[src/rtl/matrix_col_reader.sv]
// Walks one column of a row-major MAT_N x MAT_N matrix in memory and streams it over valid/ready.
// Two cycles minimum per element (FETCH then PRESENT); PRESENT stalls for as long as out_ready is low.
module matrix_col_reader #(
    parameter int DATA_W    = 32,
    parameter int ADDR_W    = 7,
    parameter int MEM_DEPTH = 100,
    parameter int MAT_N     = 3
) (
    input  logic              clk,
    input  logic              rst,
    input  logic              start,
    input  logic [ADDR_W-1:0] base_addr,
    input  logic [ADDR_W-1:0] col_idx,
    output logic [ADDR_W-1:0] mem_A,
    output logic              mem_WE,
    input  logic [DATA_W-1:0] mem_rdata,
    output logic [DATA_W-1:0] out_data,
    output logic              out_valid,
    input  logic              out_ready,
    output logic              out_last,
    output logic              busy,
    output logic              done,
    output logic              err
);

    localparam logic [1:0] S_IDLE    = 2'd0;
    localparam logic [1:0] S_FETCH   = 2'd1;
    localparam logic [1:0] S_PRESENT = 2'd2;

    localparam int XW = ADDR_W + 2;

    logic [1:0]        state;
    logic [ADDR_W-1:0] row;
    logic [XW-1:0]     last_addr;
    logic              range_ok;

    // Address of the bottom element of the column, computed wide so it cannot wrap.
    assign last_addr = {2'b00, base_addr} + XW'((MAT_N - 1) * MAT_N) + {2'b00, col_idx};
    assign range_ok  = (col_idx < ADDR_W'(MAT_N)) && (last_addr <= XW'(MEM_DEPTH - 1));

    assign busy   = (state != S_IDLE);
    assign mem_WE = 1'b0;

    always_ff @(posedge clk or negedge rst) begin
        if (!rst) begin
            state     <= S_IDLE;
            row       <= '0;
            mem_A     <= '0;
            out_data  <= '0;
            out_valid <= 1'b0;
            out_last  <= 1'b0;
            done      <= 1'b0;
            err       <= 1'b0;
        end else begin
            done <= 1'b0;
            err  <= 1'b0;
            case (state)
                S_IDLE: begin
                    if (start) begin
                        if (range_ok) begin
                            mem_A <= base_addr + col_idx;
                            row   <= '0;
                            state <= S_FETCH;
                        end else begin
                            err <= 1'b1;
                        end
                    end
                end
                S_FETCH: begin
                    out_data  <= mem_rdata;
                    out_valid <= 1'b1;
                    out_last  <= (row == ADDR_W'(MAT_N - 1));
                    state     <= S_PRESENT;
                end
                S_PRESENT: begin
                    if (out_ready) begin
                        out_valid <= 1'b0;
                        if (out_last) begin
                            out_last <= 1'b0;
                            done     <= 1'b1;
                            state    <= S_IDLE;
                        end else begin
                            row   <= row + ADDR_W'(1);
                            mem_A <= mem_A + ADDR_W'(MAT_N);
                            state <= S_FETCH;
                        end
                    end
                end
                default: state <= S_IDLE;
            endcase
        end
    end

endmodule
[config.mk]
export PLATFORM = sky130hd
export DESIGN_NAME = matrix_col_reader
export DESIGN_NICKNAME = d
export VERILOG_FILES = /design/src/rtl/matrix_col_reader.sv
export SDC_FILE = /design/constraint.sdc
export NUM_CORES = 1
export LEC_CHECK = 0
export ABC_CLOCK_PERIOD_IN_PS = 2300
export BUFFER_PORTS_ARGS = -buffer_cell sky130_fd_sc_hd__buf_2
export CAP_MARGIN = 20
export CORE_ASPECT_RATIO = 1.2
export CORE_UTILIZATION = 46
export DETAILED_ROUTE_END_ITERATION = 16
export PLACE_DENSITY = 0.77
export SETUP_SLACK_MARGIN = 0.1
export SLEW_MARGIN = 20
export SYNTH_ARGS = -nofsm -noshare
export SYNTH_HDL_FRONTEND = slang
export SYNTH_SLANG_ARGS = --single-unit
export TNS_END_PERCENT = 10
[constraint.sdc]
create_clock -name clk -period 2.3 [get_ports clk]
set_clock_uncertainty 0.15 [all_clocks]
set_input_delay 0.115 -clock clk [delete_from_list [all_inputs] [get_ports clk]]
set_output_delay 0.115 -clock clk [all_outputs]
set_load 0.05 [all_outputs]
==> summary.txt, run 1 <==
Finish
  • Layout cells sized above 1: 46.2%
  • ANT cells: 0
  • # fillers: 434
  • Syn-to-layout area delta: 49.9%
  • Final Net Count: 517
  • Final Core Density: 72.4%

Worst setup path
  • Worst endpoint required time: 2340 ps
  • CP startpoint kind: input pin
  • CP Capture Type: flop
  • Arr. time, crit path: 2700 ps
  • CP startpoint: col_idx[1]
  • Setup CP Type: input pin to flop
  • FF-to-FF End: row[0]
  • Critical Path Sink: row[1]
  • Critical R2R Launch: state[1]
  • R2R Setup Slk: 140 ps
  • R2R cell count: 8
  • Crit path max fanout: 3

Logic synthesis
  • Synth top area cells: dfrtp_1 (44%), mux2_2 (13%), ha_1 (7.6%)
  • Top cell type by total area after synthesis: dfrtp_1
  • Synth top cells by count: dfrtp_1 (52), mux2_2 (33), inv_1 (24), ha_1 (18), nor2_1 (15)
  • Post-synth net total: 346
  • Post-synthesis cell count: 274
  • Register area share after synthesis: 43.9%
  • Post-synth top flop: dfrtp_1
  • Yosys top cell area share: 43.9%
  • Synth unique cells: 50
  • Yosys reg bits: 52
  • Post-synth EDFFs: 0
  • FFs w/ async S/R, synth: 100%
  • Avg Cell Area, Syn: 10.8 um^2
  • Synthesized cell area: 2960 um^2
  • Yosys Warn Count: 0
  • Most frequent cell after synthesis: dfrtp_1

Timing
  • Period utilization: 115%
  • Slew Viols, Final: 0
  • Fmax: 377 MHz
  • Final setup fails: 16
  • Min Hold Slack: 177 ps
  • RSZ-0062 raised after global routing: yes
  • Post-route setup slack: -354 ps
  • Least-Margin Pin Slew: 574 ps
  • Post-layout min period: 2650 ps
  • Slew HR: 61.7%
  • Final Hold Viols: 0
  • Setup TNS: -4590 ps

Placement
  • GPL Wtd Cong: 0.879
  • Post-Place Setup Slack: -835 ps
  • Post-DP HPWL: 5670 um
  • IO Port Bufs: 93

Clocking
  • Clock transition at path regs: 100 ps
  • CTS tree: yes
  • Clock buffer depth: 2
  • Worst-Skew Late Latency: 300 ps
  • CTS HTree Levels: 2
  • Root Buffer: clkbuf_8
  • CTS sink count: 52
  • CTS Buf Count: 5

Floorplanning
  • Core Region: 6130 um^2
  • Initial Util: 48.3%
  • Die span in y: 89.9 um
  • I/O pin total: 95
  • Die area: 6760 um^2
  • Die X: 75.2 um
  • Row Count: 31

Power
  • Cell leakage power: 2.29 nW
  • Power Dens Cells: 683 nW/um^2
  • VDD IR max: 0.627 mV

GRT
  • Initial antenna violation count: 0
  • Met3 usage: 6.95%
  • Met1 Use GR: 29.2%
  • Largest net degree at the start of global routing: 30
  • Grt met2 use: 49.5%
  • GRT busiest layer: met2
  • Number of global-route vias before repair: 3,032
  • GRT overflow: 0
  • First-pass GRT wire length: 14,100 um
  • Overall Global Routing Usage: 27.4%

Hold path
  • Hold crit path type: input pin to async pin

Route
  • Vias: 2,787
  • Post-DRT Antenna Nets: 0
  • Vias per Instance: 5.28
  • DRC violations left: 0
  • Initial drt markers: 124
  • 1st-pass router iterations: 4
  • Final WL: 8630 um
  • Routed length per instance: 16.3 um

Job
  • Maxcap violations: 0

Run status
  • Failing checks: negative setup slack
  • Outcome: complete, but fails checks
timing repair:
action,CTS,global route
resized for setup,18,5
setup endpoints to repair,16,16
endpoints found under the hold margin,58,0
pin swaps,10,2
hold buffers,35,0
gates cloned,0,0
setup buffers,1,0
worst min path at each step:
stage | endpoint | start | slack (ps) | depth (start not counted)
final | out_data[23] | rst | 180 | 2
after global routing | out_data[15] | rst | 220 | 2
after CTS | out_data[14] | rst | 190 | 2
after detailed placement | out_data[14] | rst | -6 | 1
after floorplan | done | rst | -330 | 0
after global placement | out_data[14] | rst | -20 | 1
through the flow:
step                      instance area (um^2)  total power [mW]  instances
final                                     4440              3.03        528
after global routing                      4440              3.16        528
after CTS                                 4420              3.01        528
after detailed placement                  3900              2.41        484
after global placement                    3900              2.38        484
after floorplan                           3020              2.02        274
cell type report:
cell class	instances	area (um^2)	share of cell area [%]
multi-input combinational	188	1630	36.8
sequential	52	1300	29.3
timing repair buffer	173	1190	26.9
inverter	25	116	2.62
tap	82	103	2.31
clock buffer	5	68.8	1.55
clock inverter	3	22.5	0.507
cell usage in the layout (no fill, tap or decap), types with 5 or more instances in the layout:
master | netlist | routed
nand3_1 | 5 | 5
dlygate4sd3_1 | 0 | 35
nand2_1 | 11 | 11
o21ai_0 | 7 | 7
ha_1 | 18 | 13
nor3_1 | 7 | 7
a21oi_1 | 14 | 11
buf_4 | 1 | 43
buf_2 | 0 | 91
dfrtp_1 | 52 | 52
inv_1 | 24 | 20
clkbuf_8 | 0 | 5
nor2_1 | 15 | 15
mux2_2 | 33 | 33
registers in the layout, indices dropped and copies added (netlist names):
signal     count
err            1
row            7
mem_A          7
out_valid      1
done           1
out_last       1
out_data      32
state          2
routing by layer:
metal | part of all wire (%) | vias to the layer above
met5 | 0 | -
met4 | 3.4 | 0
met3 | 5.7 | 29
met2 | 55 | 107
met1 | 36 | 1333
li1 | - | 1318
worst max-delay path, cell delays in order:
cell and delay [ps]:
buf_8 90, inv_8 30, ha_4 250, inv_2 40
ha_4 150, fa_2 330, and3b_1 200, or3_4 350
xor2_2 190, a2111o_1 390, a21oi_4 200, inv_4 60
mux2_4 290
kinds of logic after synthesis:
group	share of synthesized area, %
flops	43.9
simple gates	11.9
xor+xnor	2.07
buf+inv	4.52
mux	13.7
other cells	0.127
compound gates	13.4
fa+ha+maj	10.3
where the power goes:
part           leakage [nW]  internal [mW]  switching [mW]  total (mW)
Clock                0.0485          0.219           0.316       0.535
Combinational          1.56          0.462           0.878        1.34
Sequential            0.677           1.06          0.0967        1.16
No activity file was read; power rests on OpenSTA's default activity.
==> run 2, diff against run 1 <==
--- a/config.mk
+++ b/config.mk
@@ -12,7 +12,7 @@
 export CORE_UTILIZATION = 46
 export DETAILED_ROUTE_END_ITERATION = 16
 export PLACE_DENSITY = 0.77
-export SETUP_SLACK_MARGIN = 0.1
+export SETUP_SLACK_MARGIN = 0.4
 export SLEW_MARGIN = 20
 export SYNTH_ARGS = -nofsm -noshare
 export SYNTH_HDL_FRONTEND = slang
==> run 2 against run 1 <==
Against the previous run: register-to-register slack worse by 70 ps; clock-buffer cell count is 1 higher; sequential power hardly changed; core utilization is 0.27 points lower; clock power is 4.5% lower; combinational power hardly changed; via count is 0.72% higher; the run still ends with negative setup slack left; worst setup slack better by 3.9 ps; hold slack worse by 120 ps; flip-flop and latch count stayed put; final cell count is 0.19% lower.
==> summary.txt, run 2 (same netlist as run 1, synthesis figures left out) <==
Run status
  • Outcome: complete, but fails checks
  • Failing checks: negative setup slack

GRT
  • Overall Global Routing Usage: 26.3%
  • Initial antenna violation count: 0
  • First-pass GRT wire length: 13,600 um
  • Number of global-route vias before repair: 2,929
  • Largest net degree at the start of global routing: 53
  • GRT overflow: 0

Finish
  • Most frequent cells in the layout: buf_2 (91), dfrtp_1 (52), buf_4 (44)
  • Largest registers: out_data: 32 flops, mem_A: 7 flops, row: 7 flops
  • Syn-to-layout area delta: 49.3%
  • Commonest non-fill, non-tap cell in the layout: buf_2
  • ANT cells: 0
  • Biggest register: out_data
  • Fin area: 4420 um^2
  • Largest register FFs: 32
  • Final Net Count: 516
  • Layout cells sized above 1: 45.2%

Floorplanning
  • I/O pin total: 95
  • Initial Util: 48.3%
  • Die area: 6760 um^2
  • Core Region: 6130 um^2
  • Die X: 75.2 um
  • Row Count: 31
  • Die span in y: 89.9 um

Clocking
  • CTS Buf Count: 5
  • CTS tree: yes
  • Root Buffer: clkbuf_8
  • CTS sink count: 52
  • Clock transition at path regs: 100 ps
  • CTS HTree Levels: 2
  • Clock buffer depth: 2
  • Worst-Skew Late Latency: 300 ps

Route
  • M1 WL: 3180 um
  • Met3 WL: 374 um
  • Post-DRT Antenna Nets: 0
  • DR top layer: met4
  • Met2 wire length: 4830 um
  • Vias: 2,807
  • Initial drt markers: 171
  • Final WL: 8590 um
  • Vias per Instance: 5.33
  • DRC violations left: 0
  • Routed length per instance: 16.3 um
  • 1st-pass router iterations: 4

Timing
  • Period utilization: 115%
  • Final setup fails: 16
  • Post-layout min period: 2650 ps
  • Fmax: 377 MHz
  • Min Hold Slack: 54.2 ps
  • Final Hold Viols: 0
  • RSZ-0062 raised after global routing: yes
  • Least-Margin Pin Slew: 638 ps
  • Slew HR: 57.4%
  • Slew Viols, Final: 0
  • Post-route setup slack: -350 ps

Worst setup path
  • Setup CP Type: input pin to flop
  • Worst endpoint required time: 2330 ps
  • Arr. time, crit path: 2680 ps
  • CP Capture Type: flop
  • Crit path max fanout: 3
  • CP startpoint kind: input pin

Placement
  • Post-Place Setup Slack: -807 ps
  • IO Port Bufs: 93
  • Post-DP HPWL: 5600 um
  • GPL Wtd Cong: 0.918
  • Placement Cell Area: 3870 um^2

Power
  • Cell leakage power: 2.28 nW
  • VDD IR max: 0.626 mV
  • Power Dens Cells: 676 nW/um^2

Hold path
  • Hold crit path type: input pin to flop

Job
  • Maxcap violations: 0
-- run 2: layout make-up --
type	instances	area [um^2]
fillers	437	1710
clock inverters	2	13.8
inverters	25	116
clock buffers	6	72.6
flip-flops and latches	52	1300
multi-input cells	188	1650
well taps	82	103
repair buffers	172	1170
-- run 2: metal layers --
layer	GRT usage [%]	vias up
met4	8.33	0
li1	-	1315
met1	30.2	1373
met5	0	-
met3	4.26	22
met2	48.0	97
-- run 2: stage by stage --
| step | power (mW) | cells | util [%] | setup TNS, ps |
|---|---|---|---|---|
| global route | 3.12 | 527 | 72.2 | -5790 |
| finish | 2.99 | 527 | 72.2 | -4550 |
| CTS | 2.99 | 527 | 71.5 | -4390 |
| global placement | 2.37 | 482 | 63.2 | -11020 |
| detailed placement | 2.41 | 482 | 63.2 | -11980 |
| floorplan | 2.02 | 274 | - | -6640 |
-- run 2: worst paths after layout --
check	startpoint	end	slack, ps	depth (start not counted)
worst max-delay path	base_addr[1]	row[1]	-350	13
worst min-delay path	out_ready	out_valid	50	4
worst max register to register	state[1]	row[0]	70	8
worst min register to register	out_data[7]	out_data[7]	360	1
max in group asynchronous	rst	mem_A[4]	1240	3
min in group asynchronous	rst	out_last	340	3
-- run 2: power breakdown --
part | internal [mW] | switching (mW)
Combinational | 0.456 | 0.870
Clock | 0.217 | 0.294
Sequential | 1.06 | 0.0944
-- run 2: what timing repair did --
action,in CTS,in global routing
resized for setup,14,4
endpoints found under the hold margin,87,0
hold buffers,35,0
endpoints found under the setup margin,16,16
pin swaps,10,3
buffers inserted,2,0
-- run 2: critical path, stage by stage --
cell and delay (ps):
buf_12 90, inv_12 30, ha_4 250, inv_2 40, ha_4 150, fa_2 330
and3b_1 200, or3_4 350, xor2_2 190, a2111o_1 390, a21oi_4 200, inv_4 60
mux2_4 290
